[config.mk]
export PLATFORM = sky130hd
export DESIGN_NAME = sc_ucontrol
export DESIGN_NICKNAME = d
export VERILOG_FILES = /design/src/rtl/sc_ucontrol.sv
export SDC_FILE = /design/constraint.sdc
export NUM_CORES = 1
export LEC_CHECK = 0
export ABC_AREA = 0
export CAP_MARGIN = 0
export CORE_MARGIN = 4
export CORE_UTILIZATION = 33
export CTS_CLUSTER_SIZE = 12
export DETAILED_ROUTE_END_ITERATION = 8
export MAX_ROUTING_LAYER = met4
export PLACE_DENSITY = 0.77
export SLEW_MARGIN = 40
export SYNTH_ARGS = -nofsm -noshare
export SYNTH_HDL_FRONTEND = slang
export SYNTH_SLANG_ARGS = --single-unit
[constraint.sdc]
create_clock -name SC_UCONTROL_CLOCK_50 -period 1.7 [get_ports SC_UCONTROL_CLOCK_50]
set_input_delay 0.34 -clock SC_UCONTROL_CLOCK_50 [delete_from_list [all_inputs] [get_ports SC_UCONTROL_CLOCK_50]]
set_output_delay 0.34 -clock SC_UCONTROL_CLOCK_50 [all_outputs]
set_load 0.01 [all_outputs]
[src/rtl/sc_ucontrol.sv]
// Microprogrammed control unit for the uDataPath SPARC subset: sequences fetch,
// decode and execute, driving register-write, bus-mux, ALU and bus-C selects.
module sc_ucontrol #(
    parameter int DATAWIDTH_DECODER_SELECTION = 6,
    parameter int DATAWIDTH_MUX_SELECTION     = 6,
    parameter int DATAWIDTH_ALU_SELECTION     = 4
) (
    input  logic                                   SC_UCONTROL_CLOCK_50,
    input  logic                                   SC_UCONTROL_Reset_InHigh,
    input  logic [1:0]                             SC_UCONTROL_RegIR_OP,
    input  logic [4:0]                             SC_UCONTROL_RegIR_RD,
    input  logic [2:0]                             SC_UCONTROL_RegIR_OP2,
    input  logic [5:0]                             SC_UCONTROL_RegIR_OP3,
    input  logic [4:0]                             SC_UCONTROL_RegIR_RS1,
    input  logic                                   SC_UCONTROL_RegIR_BIT13,
    input  logic [4:0]                             SC_UCONTROL_RegIR_RS2,
    input  logic                                   SC_UCONTROL_Negative_InHigh,
    input  logic                                   SC_UCONTROL_Zero_InHigh,
    input  logic                                   SC_UCONTROL_Overflow_InHigh,
    input  logic                                   SC_UCONTROL_Carry_InHigh,
    input  logic                                   SC_UCONTROL_MemAck_InHigh,
    output logic                                   SC_UCONTROL_MemReq_OutHigh,
    output logic [DATAWIDTH_DECODER_SELECTION-1:0] SC_UCONTROL_DecoderSelectionWrite_Out,
    output logic [DATAWIDTH_MUX_SELECTION-1:0]     SC_UCONTROL_MUXSelectionBUSA_Out,
    output logic [DATAWIDTH_MUX_SELECTION-1:0]     SC_UCONTROL_MUXSelectionBUSB_Out,
    output logic [DATAWIDTH_ALU_SELECTION-1:0]     SC_UCONTROL_ALUSelection_Out,
    output logic                                   SC_UCONTROL_BusCSel_Out,
    output logic                                   SC_UCONTROL_Illegal_OutHigh
);
    localparam int DW = DATAWIDTH_DECODER_SELECTION;
    localparam int MW = DATAWIDTH_MUX_SELECTION;
    localparam int AW = DATAWIDTH_ALU_SELECTION;

    localparam logic [3:0] STATE_IDLE      = 4'd0;
    localparam logic [3:0] STATE_FETCH     = 4'd1;
    localparam logic [3:0] STATE_DECODE    = 4'd2;
    localparam logic [3:0] STATE_ALU       = 4'd3;
    localparam logic [3:0] STATE_IMM       = 4'd4;
    localparam logic [3:0] STATE_SETHI     = 4'd5;
    localparam logic [3:0] STATE_BR_DISP   = 4'd6;
    localparam logic [3:0] STATE_CALL_LINK = 4'd7;
    localparam logic [3:0] STATE_CALL_DISP = 4'd8;
    localparam logic [3:0] STATE_PC_ADD    = 4'd9;
    localparam logic [3:0] STATE_PC_INC    = 4'd10;
    localparam logic [3:0] STATE_HALT      = 4'd11;

    localparam logic [DW-1:0] DEC_NONE  = DW'(63);
    localparam logic [DW-1:0] DEC_LINK  = DW'(15);
    localparam logic [DW-1:0] DEC_PC    = DW'(32);
    localparam logic [DW-1:0] DEC_IR    = DW'(33);
    localparam logic [DW-1:0] DEC_TEMP0 = DW'(34);
    localparam logic [MW-1:0] MUX_R0    = MW'(0);
    localparam logic [MW-1:0] MUX_PC    = MW'(32);
    localparam logic [MW-1:0] MUX_IR    = MW'(33);
    localparam logic [MW-1:0] MUX_TEMP0 = MW'(34);

    localparam logic [AW-1:0] ALU_ANDCC  = AW'(0);
    localparam logic [AW-1:0] ALU_ORCC   = AW'(1);
    localparam logic [AW-1:0] ALU_ADDCC  = AW'(3);
    localparam logic [AW-1:0] ALU_SRL    = AW'(4);
    localparam logic [AW-1:0] ALU_ADD    = AW'(8);
    localparam logic [AW-1:0] ALU_SETHI  = AW'(9);
    localparam logic [AW-1:0] ALU_SIMM13 = AW'(11);
    localparam logic [AW-1:0] ALU_DISP22 = AW'(12);
    localparam logic [AW-1:0] ALU_DISP30 = AW'(13);
    localparam logic [AW-1:0] ALU_INCPC  = AW'(14);

    typedef struct packed {
        logic          memReq;
        logic [DW-1:0] dec;
        logic [MW-1:0] muxA;
        logic [MW-1:0] muxB;
        logic [AW-1:0] alu;
        logic          busCSel;
    } ctrl_t;

    localparam ctrl_t CTRL_IDLE = '{memReq: 1'b0, dec: DEC_NONE, muxA: MUX_R0,
                                    muxB: MUX_R0, alu: ALU_ANDCC, busCSel: 1'b0};

    logic [3:0] state;
    logic [3:0] nextState;
    logic       illegal;
    logic       setIllegal;
    logic       isAluOp;
    logic       isSethi;
    logic       isBranch;
    logic       branchTaken;
    logic [3:0] cond;
    logic [AW-1:0] aluOp;
    logic [DW-1:0] rdDec;
    ctrl_t      ctrl;

    assign cond    = SC_UCONTROL_RegIR_RD[3:0];
    assign isAluOp = (SC_UCONTROL_RegIR_OP == 2'b10) &&
                     (SC_UCONTROL_RegIR_OP3 inside {6'b010000, 6'b010001, 6'b010010, 6'b100110});
    assign isSethi  = (SC_UCONTROL_RegIR_OP == 2'b00) && (SC_UCONTROL_RegIR_OP2 == 3'b100);
    assign isBranch = (SC_UCONTROL_RegIR_OP == 2'b00) && (SC_UCONTROL_RegIR_OP2 == 3'b010);
    // Writes aimed at r0 are suppressed so the hardwired zero is never disturbed.
    assign rdDec    = (SC_UCONTROL_RegIR_RD == 5'd0) ? DEC_NONE : DW'(SC_UCONTROL_RegIR_RD);

    always_comb begin
        branchTaken = 1'b0;
        case (cond)
            4'b1000: branchTaken = 1'b1;
            4'b0001: branchTaken = SC_UCONTROL_Zero_InHigh;
            4'b0101: branchTaken = SC_UCONTROL_Carry_InHigh;
            4'b0110: branchTaken = SC_UCONTROL_Negative_InHigh;
            4'b0111: branchTaken = SC_UCONTROL_Overflow_InHigh;
            default: branchTaken = 1'b0;
        endcase
    end

    always_comb begin
        aluOp = ALU_ADDCC;
        case (SC_UCONTROL_RegIR_OP3)
            6'b010001: aluOp = ALU_ANDCC;
            6'b010010: aluOp = ALU_ORCC;
            6'b100110: aluOp = ALU_SRL;
            default:   aluOp = ALU_ADDCC;
        endcase
    end

    always_comb begin
        nextState  = state;
        setIllegal = 1'b0;
        case (state)
            STATE_IDLE:      nextState = STATE_FETCH;
            STATE_FETCH:     if (SC_UCONTROL_MemAck_InHigh) nextState = STATE_DECODE;
            STATE_DECODE: begin
                if (isAluOp)
                    nextState = SC_UCONTROL_RegIR_BIT13 ? STATE_IMM : STATE_ALU;
                else if (isSethi)
                    nextState = STATE_SETHI;
                else if (isBranch)
                    nextState = branchTaken ? STATE_BR_DISP : STATE_PC_INC;
                else if (SC_UCONTROL_RegIR_OP == 2'b01)
                    nextState = STATE_CALL_LINK;
                else begin
                    nextState  = STATE_HALT;
                    setIllegal = 1'b1;
                end
            end
            STATE_ALU:       nextState = STATE_PC_INC;
            STATE_IMM:       nextState = STATE_ALU;
            STATE_SETHI:     nextState = STATE_PC_INC;
            STATE_BR_DISP:   nextState = STATE_PC_ADD;
            STATE_CALL_LINK: nextState = STATE_CALL_DISP;
            STATE_CALL_DISP: nextState = STATE_PC_ADD;
            STATE_PC_ADD:    nextState = STATE_FETCH;
            STATE_PC_INC:    nextState = STATE_FETCH;
            STATE_HALT:      nextState = STATE_HALT;
            default:         nextState = STATE_IDLE;
        endcase
    end

    always_ff @(posedge SC_UCONTROL_CLOCK_50) begin
        if (SC_UCONTROL_Reset_InHigh) begin
            state   <= STATE_IDLE;
            illegal <= 1'b0;
        end else begin
            state <= nextState;
            if (setIllegal) illegal <= 1'b1;
        end
    end

    // Reset also masks the outputs so an ack landing in the reset cycle cannot load IR.
    always_comb begin
        ctrl = CTRL_IDLE;
        if (!SC_UCONTROL_Reset_InHigh) begin
            case (state)
                STATE_FETCH: begin
                    ctrl.memReq = 1'b1;
                    ctrl.muxA   = MUX_PC;
                    if (SC_UCONTROL_MemAck_InHigh) begin
                        ctrl.dec     = DEC_IR;
                        ctrl.busCSel = 1'b1;
                    end
                end
                STATE_ALU: begin
                    ctrl.muxA = MW'(SC_UCONTROL_RegIR_RS1);
                    ctrl.muxB = SC_UCONTROL_RegIR_BIT13 ? MUX_TEMP0 : MW'(SC_UCONTROL_RegIR_RS2);
                    ctrl.alu  = aluOp;
                    ctrl.dec  = rdDec;
                end
                STATE_IMM: begin
                    ctrl.muxA = MUX_IR;
                    ctrl.alu  = ALU_SIMM13;
                    ctrl.dec  = DEC_TEMP0;
                end
                STATE_SETHI: begin
                    ctrl.muxA = MUX_IR;
                    ctrl.alu  = ALU_SETHI;
                    ctrl.dec  = rdDec;
                end
                STATE_BR_DISP: begin
                    ctrl.muxA = MUX_IR;
                    ctrl.alu  = ALU_DISP22;
                    ctrl.dec  = DEC_TEMP0;
                end
                STATE_CALL_LINK: begin
                    ctrl.muxA = MUX_PC;
                    ctrl.muxB = MUX_R0;
                    ctrl.alu  = ALU_ADD;
                    ctrl.dec  = DEC_LINK;
                end
                STATE_CALL_DISP: begin
                    ctrl.muxA = MUX_IR;
                    ctrl.alu  = ALU_DISP30;
                    ctrl.dec  = DEC_TEMP0;
                end
                STATE_PC_ADD: begin
                    ctrl.muxA = MUX_PC;
                    ctrl.muxB = MUX_TEMP0;
                    ctrl.alu  = ALU_ADD;
                    ctrl.dec  = DEC_PC;
                end
                STATE_PC_INC: begin
                    ctrl.muxA = MUX_PC;
                    ctrl.alu  = ALU_INCPC;
                    ctrl.dec  = DEC_PC;
                end
                default: ctrl = CTRL_IDLE;
            endcase
        end
    end

    assign SC_UCONTROL_MemReq_OutHigh            = ctrl.memReq;
    assign SC_UCONTROL_DecoderSelectionWrite_Out = ctrl.dec;
    assign SC_UCONTROL_MUXSelectionBUSA_Out      = ctrl.muxA;
    assign SC_UCONTROL_MUXSelectionBUSB_Out      = ctrl.muxB;
    assign SC_UCONTROL_ALUSelection_Out          = ctrl.alu;
    assign SC_UCONTROL_BusCSel_Out               = ctrl.busCSel;
    assign SC_UCONTROL_Illegal_OutHigh           = illegal & ~SC_UCONTROL_Reset_InHigh;
endmodule
==> results by group, run 1 <==
Timing
  • Part of the cycle the worst path needs: 124.9%
  • Slew Viols, Final: 0
  • Final setup viols: 23
  • Slew @ Worst Pin: 0.3374 ns
  • Fmax: 471.1 MHz
  • RSZ-0062 raised after global routing: yes
  • Final Hold Fails: 0
  • Relative slew slack: between 70% and 80%
  • Setup ws final: -0.4225 ns
  • Clock skew: 0.002447 ns
  • Crit path time final: roughly 2.1 ns

Finish
  • Share of cells above drive strength 1: between 50% and 60%
  • Antenna cell count: 0
  • Nets: 299
  • Non-Filler Instances: about 300
  • Core Util, Final: 90.98%
  • Syn-to-layout area delta: 153.3%

Drt
  • Vias per inst: 6.071
  • Drt pass-1 iters: 4
  • Drt wl/cell: 20.96 um
  • 1st-iter DRT viols: 138
  • Uppermost layer routed: met4
  • Met2 wire len: 3172 um
  • Post-Route M1 WL: 2245 um
  • Total vias in the final route: 1785
  • Post-DRT Antenna Nets: 0
  • Remaining DRCs: 0
  • WL met3: 413 um
  • Final wirelength: 6163 um

Clock network
  • CTS Buf Count: 3
  • CTS root buffer: clkbuf_4
  • Clock-pin slew on the worst setup and hold paths: ~0.050 ns
  • Clock Latency Late Sink: 0.25 ns
  • Clk sinks: 5
  • Depth of the CTS H-tree: 1
  • Max Root-Sink Buffers: 2
  • TritonCTS clock tree: yes

Worst setup path
  • Slowest CP cell: dfxtp_4
  • Worst path required time: 1.36 ns
  • CP Capture Type: primary output
  • Worst-path cell chain: a21oi_4 > inv_2 > a221oi_4 > o21ai_2 > or3_4 > buf_6
  • WP data arrival: between 1.5 and 2 ns
  • Crit Path Category: flop to primary output
  • Slowest cell delay on critical path: 0.37 ns
  • Cell family with most CP delay: compound AO/OA/AOI/OAI gates
  • Critical-path maximum fanout: 5
  • Critical Path Start Type: flop
  • WP buf/inv: 2

Job
  • Max-cap violation count: 0

Global route
  • First-pass GRT wire length: about 7400 um
  • Largest net degree at the start of global routing: 12
  • All-Layer GR Usage: 26.46%
  • Total gr overflow: 0
  • Initial antenna violation count: 0
  • Vias in the first global route: 1708

Floorplanning
  • IO Count: 59
  • Core Area: 2567 um^2
  • Initial Util: 35.92%
  • Die area: 3704 um^2
  • Die W: 60.86 um
  • Die height: 60.86 um
  • FP Rows: 18

Synthesis
  • Seq/Total Area, Yosys: 10.85%
  • Synth Area in Compound Gates: 32.70%
  • Area leader, netlist: nor2_1
  • Yosys cell types: 50
  • Proportion of netlist area held by the largest area contributor: 10.99%
  • Mux contribution to synthesized area: 3.392%
  • EDFF count, synth: 0
  • Ys async rst share: 0%
  • Cell area after synthesis: 922.1 um^2
  • Most area-consuming cells after synthesis: nor2_1 (11%), dfxtp_1 (11%), a21oi_1 (6.0%)
  • Mean Syn Cell Area: 6.189 um^2
  • Prevailing post-synth register cell: dfxtp_1
  • Warning count from the yosys run: 0
  • Xor/xnor cell area share of the yosys netlist: 0.9498%
  • Largest family of logic cells by synthesized area: simple AND/OR/NAND/NOR gates
  • Yosys reg bits: 5
  • Mapped Cells: 149
  • Post-Synth Simple-Gate Area: between 40 and 50%
  • Post-Syn Nets: about 180
  • Post-synthesis adder-cell area fraction: 2.171%

Place
  • Hpwl dp: ~3400 um
  • Placer Congestion: around 0.86
  • Port Buffer Count: 58
  • Post-Place Cells: 276

Run status
  • Failing checks: negative setup slack
  • Run status: finished with violations

Power
  • Power density over the cells: 553.5 nW/um^2
  • Leak: 0.001055 uW
  • Peak supply drop: 0.0006942 V

Worst hold path
  • Type of the most critical hold path: flop to flop
==> state kept, by name (all words and copies together), names as in the netlist <==
name     cells
state        4
illegal      1
==> logic make-up after synthesis <==
group,count (synthesis)
adder cells (fa/ha/maj),2
AND/OR/NAND/NOR,76
multiplexers,3
XOR/XNOR,1
AO/OA/AOI/OAI,45
buffers and inverters,17
flip-flops,5
==> area by class of cell <==
class	instances	area, um^2
Tap cell	30	37.54
Fill cell	105	231.5
Sequential cell	5	115.1
Multi-Input combinational cell	127	1084
Inverter	8	40.04
Clock buffer	4	26.28
Timing Repair Buffer	120	1033
==> worst register-to-register path: stages, from the launching register on <==
cell and delay [ns]:
dfxtp_4 0.38, buf_4 0.19, or2_4 0.28, buf_4 0.15
or3_1 0.36, and3b_2 0.23
==> cells in the mapped netlist (2+ instances only) <==
library cell,instances
clkbuf_1,5
a22oi_1,2
a21oi_1,11
buf_2,2
o31ai_1,2
and2_1,5
mux2i_1,2
nor3_1,4
nand3_1,5
a21o_1,3
nor4_1,2
nor2_1,27
a211oi_1,3
or2_2,2
dfxtp_1,5
maj3_1,2
buf_1,2
o21ai_0,9
nand2b_1,3
and3_1,4
nand2_1,9
or3_1,3
a221oi_1,2
nor2b_1,3
inv_1,7
==> placed cells by master (no fill, tap or decap), drive strengths merged, types with 4 or more instances in the layout <==
cell type,n
a21oi,12
and2,5
and3,4
buf,84
clkbuf,6
clkdlybuf4s50,18
dfxtp,5
dlygate4sd2,12
inv,8
nand2,9
nand3,5
nor2,28
nor3,4
o21ai,10
==> path summary, 6_finish.rpt <==
path | startpoint | end | slack, ns | cells after the start
worst max-delay path | state[1] | SC_UCONTROL_DecoderSelectionWrite_Out[1] | -0.42 | 6
worst min register to register | illegal | illegal | 0.56 | 2
worst min-delay path | illegal | illegal | 0.56 | 2
worst max register to register | state[2] | state[2] | 0.05 | 5
==> metrics by stage <==
step / total power, uW / hold slack (ns) / setup slack [ns] / setup TNS (ns) / instance area, um^2
CTS: 1050 / 0.4864 / -0.3495 / -4.077 / 2076
detailed placement: 849.7 / 0.4731 / -1.006 / -19.28 / 1896
floorplan: 445.2 / 0.4185 / 0.009687 / 0 / 950.9
global route: 1347 / 0.5833 / -0.4602 / -6.750 / 2336
global placement: 831.4 / 0.4546 / -0.9424 / -18.59 / 1896
finish: 1293 / 0.5621 / -0.4225 / -5.280 / 2336
==> metal layers <==
metal	vias to the layer above	track usage (%)
li1	774	-
met1	857	30.39
met2	122	50.23
met3	32	0.8511
met4	0	5.882
met5	-	-
==> power by group <==
| group | switching [uW] | internal, uW | leakage (uW) |
|---|---|---|---|
| combinational | 484 | 494 | 0.000997 |
| sequential | 30.1 | 137 | 0.0000437 |
| clock | 58.5 | 89.4 | 0.0000150 |
==> what timing repair did <==
item / 4_1_cts / 5_1_grt
hold buffers: 0 / 0
endpoints found under the setup margin: 30 / 29
pin swaps: 26 / 25
gates resized for setup: 153 / 69
buffers inserted: 10 / 7
(Power assumes the default switching activity.)
==> run 2: changes to the inputs <==
--- a/config.mk
+++ b/config.mk
@@ -8,12 +8,11 @@
 export ABC_AREA = 0
 export CAP_MARGIN = 0
 export CORE_MARGIN = 4
-export CORE_UTILIZATION = 33
+export CORE_UTILIZATION = 36
 export CTS_CLUSTER_SIZE = 12
 export DETAILED_ROUTE_END_ITERATION = 8
 export MAX_ROUTING_LAYER = met4
-export PLACE_DENSITY = 0.77
-export SLEW_MARGIN = 40
+export PLACE_DENSITY = 0.8
 export SYNTH_ARGS = -nofsm -noshare
 export SYNTH_HDL_FRONTEND = slang
 export SYNTH_SLANG_ARGS = --single-unit
==> constraint.sdc (replaced) <==
create_clock -name SC_UCONTROL_CLOCK_50 -period 2.15 [get_ports SC_UCONTROL_CLOCK_50]
set_input_delay 0.43 -clock SC_UCONTROL_CLOCK_50 [delete_from_list [all_inputs] [get_ports SC_UCONTROL_CLOCK_50]]
set_output_delay 0.43 -clock SC_UCONTROL_CLOCK_50 [all_outputs]
set_load 0.01 [all_outputs]
==> results by group, run 2 (synthesis results as in run 1) <==
Run status
  • Run status: finished with violations
  • Failing checks: negative setup slack

Drt
  • Final wirelength: 4321 um
  • Drt pass-1 iters: 4
  • Remaining DRCs: 0
  • Post-DRT Antenna Nets: 0
  • Drt wl/cell: 15.00 um
  • 1st-iter DRT viols: 52
  • Total vias in the final route: 1581
  • Vias per inst: 5.490

Timing
  • Final setup viols: 2
  • Relative slew slack: 59.39%
  • Setup ws final: -0.1063 ns
  • Clock skew: 0.004278 ns
  • Final Hold Fails: 0
  • Fmax: 443.2 MHz
  • Part of the cycle the worst path needs: 104.9%
  • Slew @ Worst Pin: 0.6012 ns
  • Slew Viols, Final: 0
  • Crit path time final: around 2.3 ns
  • RSZ-0062 raised after global routing: yes

Worst setup path
  • R2R Path End: state[2]
  • Worst-path cell chain: a21oi_2 > inv_2 > a221oi_4 > o21ai_2 > buf_4 > or3_1 > buf_2
  • Stages on worst setup path: 7
  • WP data arrival: 1.83 ns
  • Slowest cell delay on critical path: 0.35 ns
  • Worst path required time: between 1.5 and 2 ns
  • Slowest CP cell: dfxtp_4
  • Reg2Reg Setup Slack: between 0.4 and 0.5 ns
  • Critical Path Start Type: flop
  • CP Capture Type: primary output
  • Cell family with most CP delay: compound AO/OA/AOI/OAI gates
  • Critical-path maximum fanout: 4
  • Crit Path Category: flop to primary output
  • Worst reg2reg path startpoint: state[0]
  • WP buf/inv: 3
  • Worst R2R Path Depth: 6

Finish
  • Leading registers by flop count: state x4, illegal x1
  • Largest register by flop count: state
  • Final Cell Area: 1981 um^2
  • Antenna cell count: 0
  • Syn-to-layout area delta: 114.8%
  • FF+latch area: 106.4 um^2
  • Most common cell after layout, fill and taps aside: buf_4
  • Area occupied by multi-input gates: 854.6 um^2
  • Share of cells above drive strength 1: 43.02%
  • Commonest cells after routing, fill and taps aside: buf_4 (52), nor2_1 (22), clkdlybuf4s50_1 (22)
  • Filler cells: 176
  • Nets: between 200 and 300
  • Max FFs per register: 4

Floorplanning
  • FP Rows: 18
  • Core Area: 2455 um^2
  • IO Count: 59
  • Die area: 3435 um^2
  • Die height: 58.61 um
  • Initial Util: between 30% and 40%
  • Die W: 58.61 um

Clock network
  • Hold_buf cts: 0
  • CTS Buf Count: 3
  • Depth of the CTS H-tree: 1
  • Clock-pin slew on the worst setup and hold paths: 0.05 ns
  • Max Root-Sink Buffers: 2
  • Clock Latency Late Sink: approximately 0.25 ns
  • TritonCTS clock tree: yes
  • CTS root buffer: clkbuf_4
  • Clk sinks: 5

Power
  • Power density over the cells: 412.9 nW/um^2
  • Leak: 0.0009653 uW
  • Peak supply drop: 0.0003498 V

Worst hold path
  • Type of the most critical hold path: flop to flop
  • Hold path depth: 2
  • Hold Crit Start: illegal
  • Worst Hold End: illegal

Place
  • Placer Congestion: between 0.9 and 1
  • Pre-CTS WS: -0.8290 ns
  • Port Buffer Count: between 50 and 60
  • Dpl cell area: 1834 um^2
  • Hpwl dp: approximately 3200 um

Global route
  • Total gr overflow: 0
  • Vias in the first global route: between 1500 and 2000
  • All-Layer GR Usage: 25.12%
  • Largest net degree at the start of global routing: 12
  • First-pass GRT wire length: 6713 um
  • Initial antenna violation count: 0

Job
  • Max-cap violation count: 0
run 2: cell count changes in the layout (fill, tap and decap cells not counted), moves of 4 or more:
cell / delta
nor2_1: +5
nand2_1: +4
nor2_4: -5
clkbuf_2: +6
buf_6: -10
clkdlybuf4s50_1: +4
buf_2: -5
run 2: report_power, final:
group / leakage [uW] / internal [uW] / switching (uW)
Clock: 0.0000150 / 70.3 / 41.3
Combinational: 0.000908 / 310 / 279
Sequential: 0.0000423 / 106 / 11.4
run 2: worst max path at each step:
stage	to	start	slack (ns)
after floorplan	SC_UCONTROL_DecoderSelectionWrite_Out[1]	SC_UCONTROL_RegIR_RD[2]	0.17
after global placement	SC_UCONTROL_DecoderSelectionWrite_Out[0]	SC_UCONTROL_RegIR_RD[1]	-0.70
after detailed placement	SC_UCONTROL_DecoderSelectionWrite_Out[1]	SC_UCONTROL_RegIR_RD[0]	-0.83
after CTS	SC_UCONTROL_DecoderSelectionWrite_Out[1]	state[1]	-0.24
after global routing	SC_UCONTROL_DecoderSelectionWrite_Out[1]	state[0]	-0.18
final	SC_UCONTROL_DecoderSelectionWrite_Out[1]	state[2]	-0.11
run 2: final cells by class:
class                   count  area share [%]
well taps                  30           1.895
clock buffers               4           1.327
repair buffers            114           46.75
flip-flops and latches      5           5.370
inverters                   8           1.516
multi-input cells         127           43.15
run 2: metal layers:
| layer | wire length, um | vias up | GRT usage (%) |
|---|---|---|---|
| met3 | 320 | 9 | 2.193 |
| met4 | 69 | 0 | 8.091 |
| li1 | - | 757 | - |
| met2 | 2297 | 74 | 49.12 |
| met1 | 1634 | 741 | 25.99 |
| met5 | 0 | - | - |
run 2: worst reg2reg max path: stages, from the launching register on:
cell,delay (ns)
dfxtp_2,0.32
buf_4,0.13
buf_6,0.14
or2_2,0.30
buf_4,0.15
or3_1,0.35
and3b_2,0.23
run 2: repair_timing:
action | in CTS | in global routing
buffers inserted | 9 | 3
resized for setup | 80 | 37
gates cloned | 0 | 0
setup endpoints to repair | 28 | 22
pin swaps | 13 | 12
run 2: per-stage QoR:
step                      TNS (ns)  utilization (%)  instances  power, uW  hold slack, ns
final                      -0.1605            80.68        288      817.9          0.4793
after global routing       -0.3897            80.68        288      863.0          0.5492
after CTS                   -1.139            79.41        285      780.6          0.4863
after detailed placement    -10.76            74.72        272      636.7          0.4781
after global placement      -9.748            74.72        272      620.9          0.4500
after floorplan                  0                -        149      343.0          0.4290
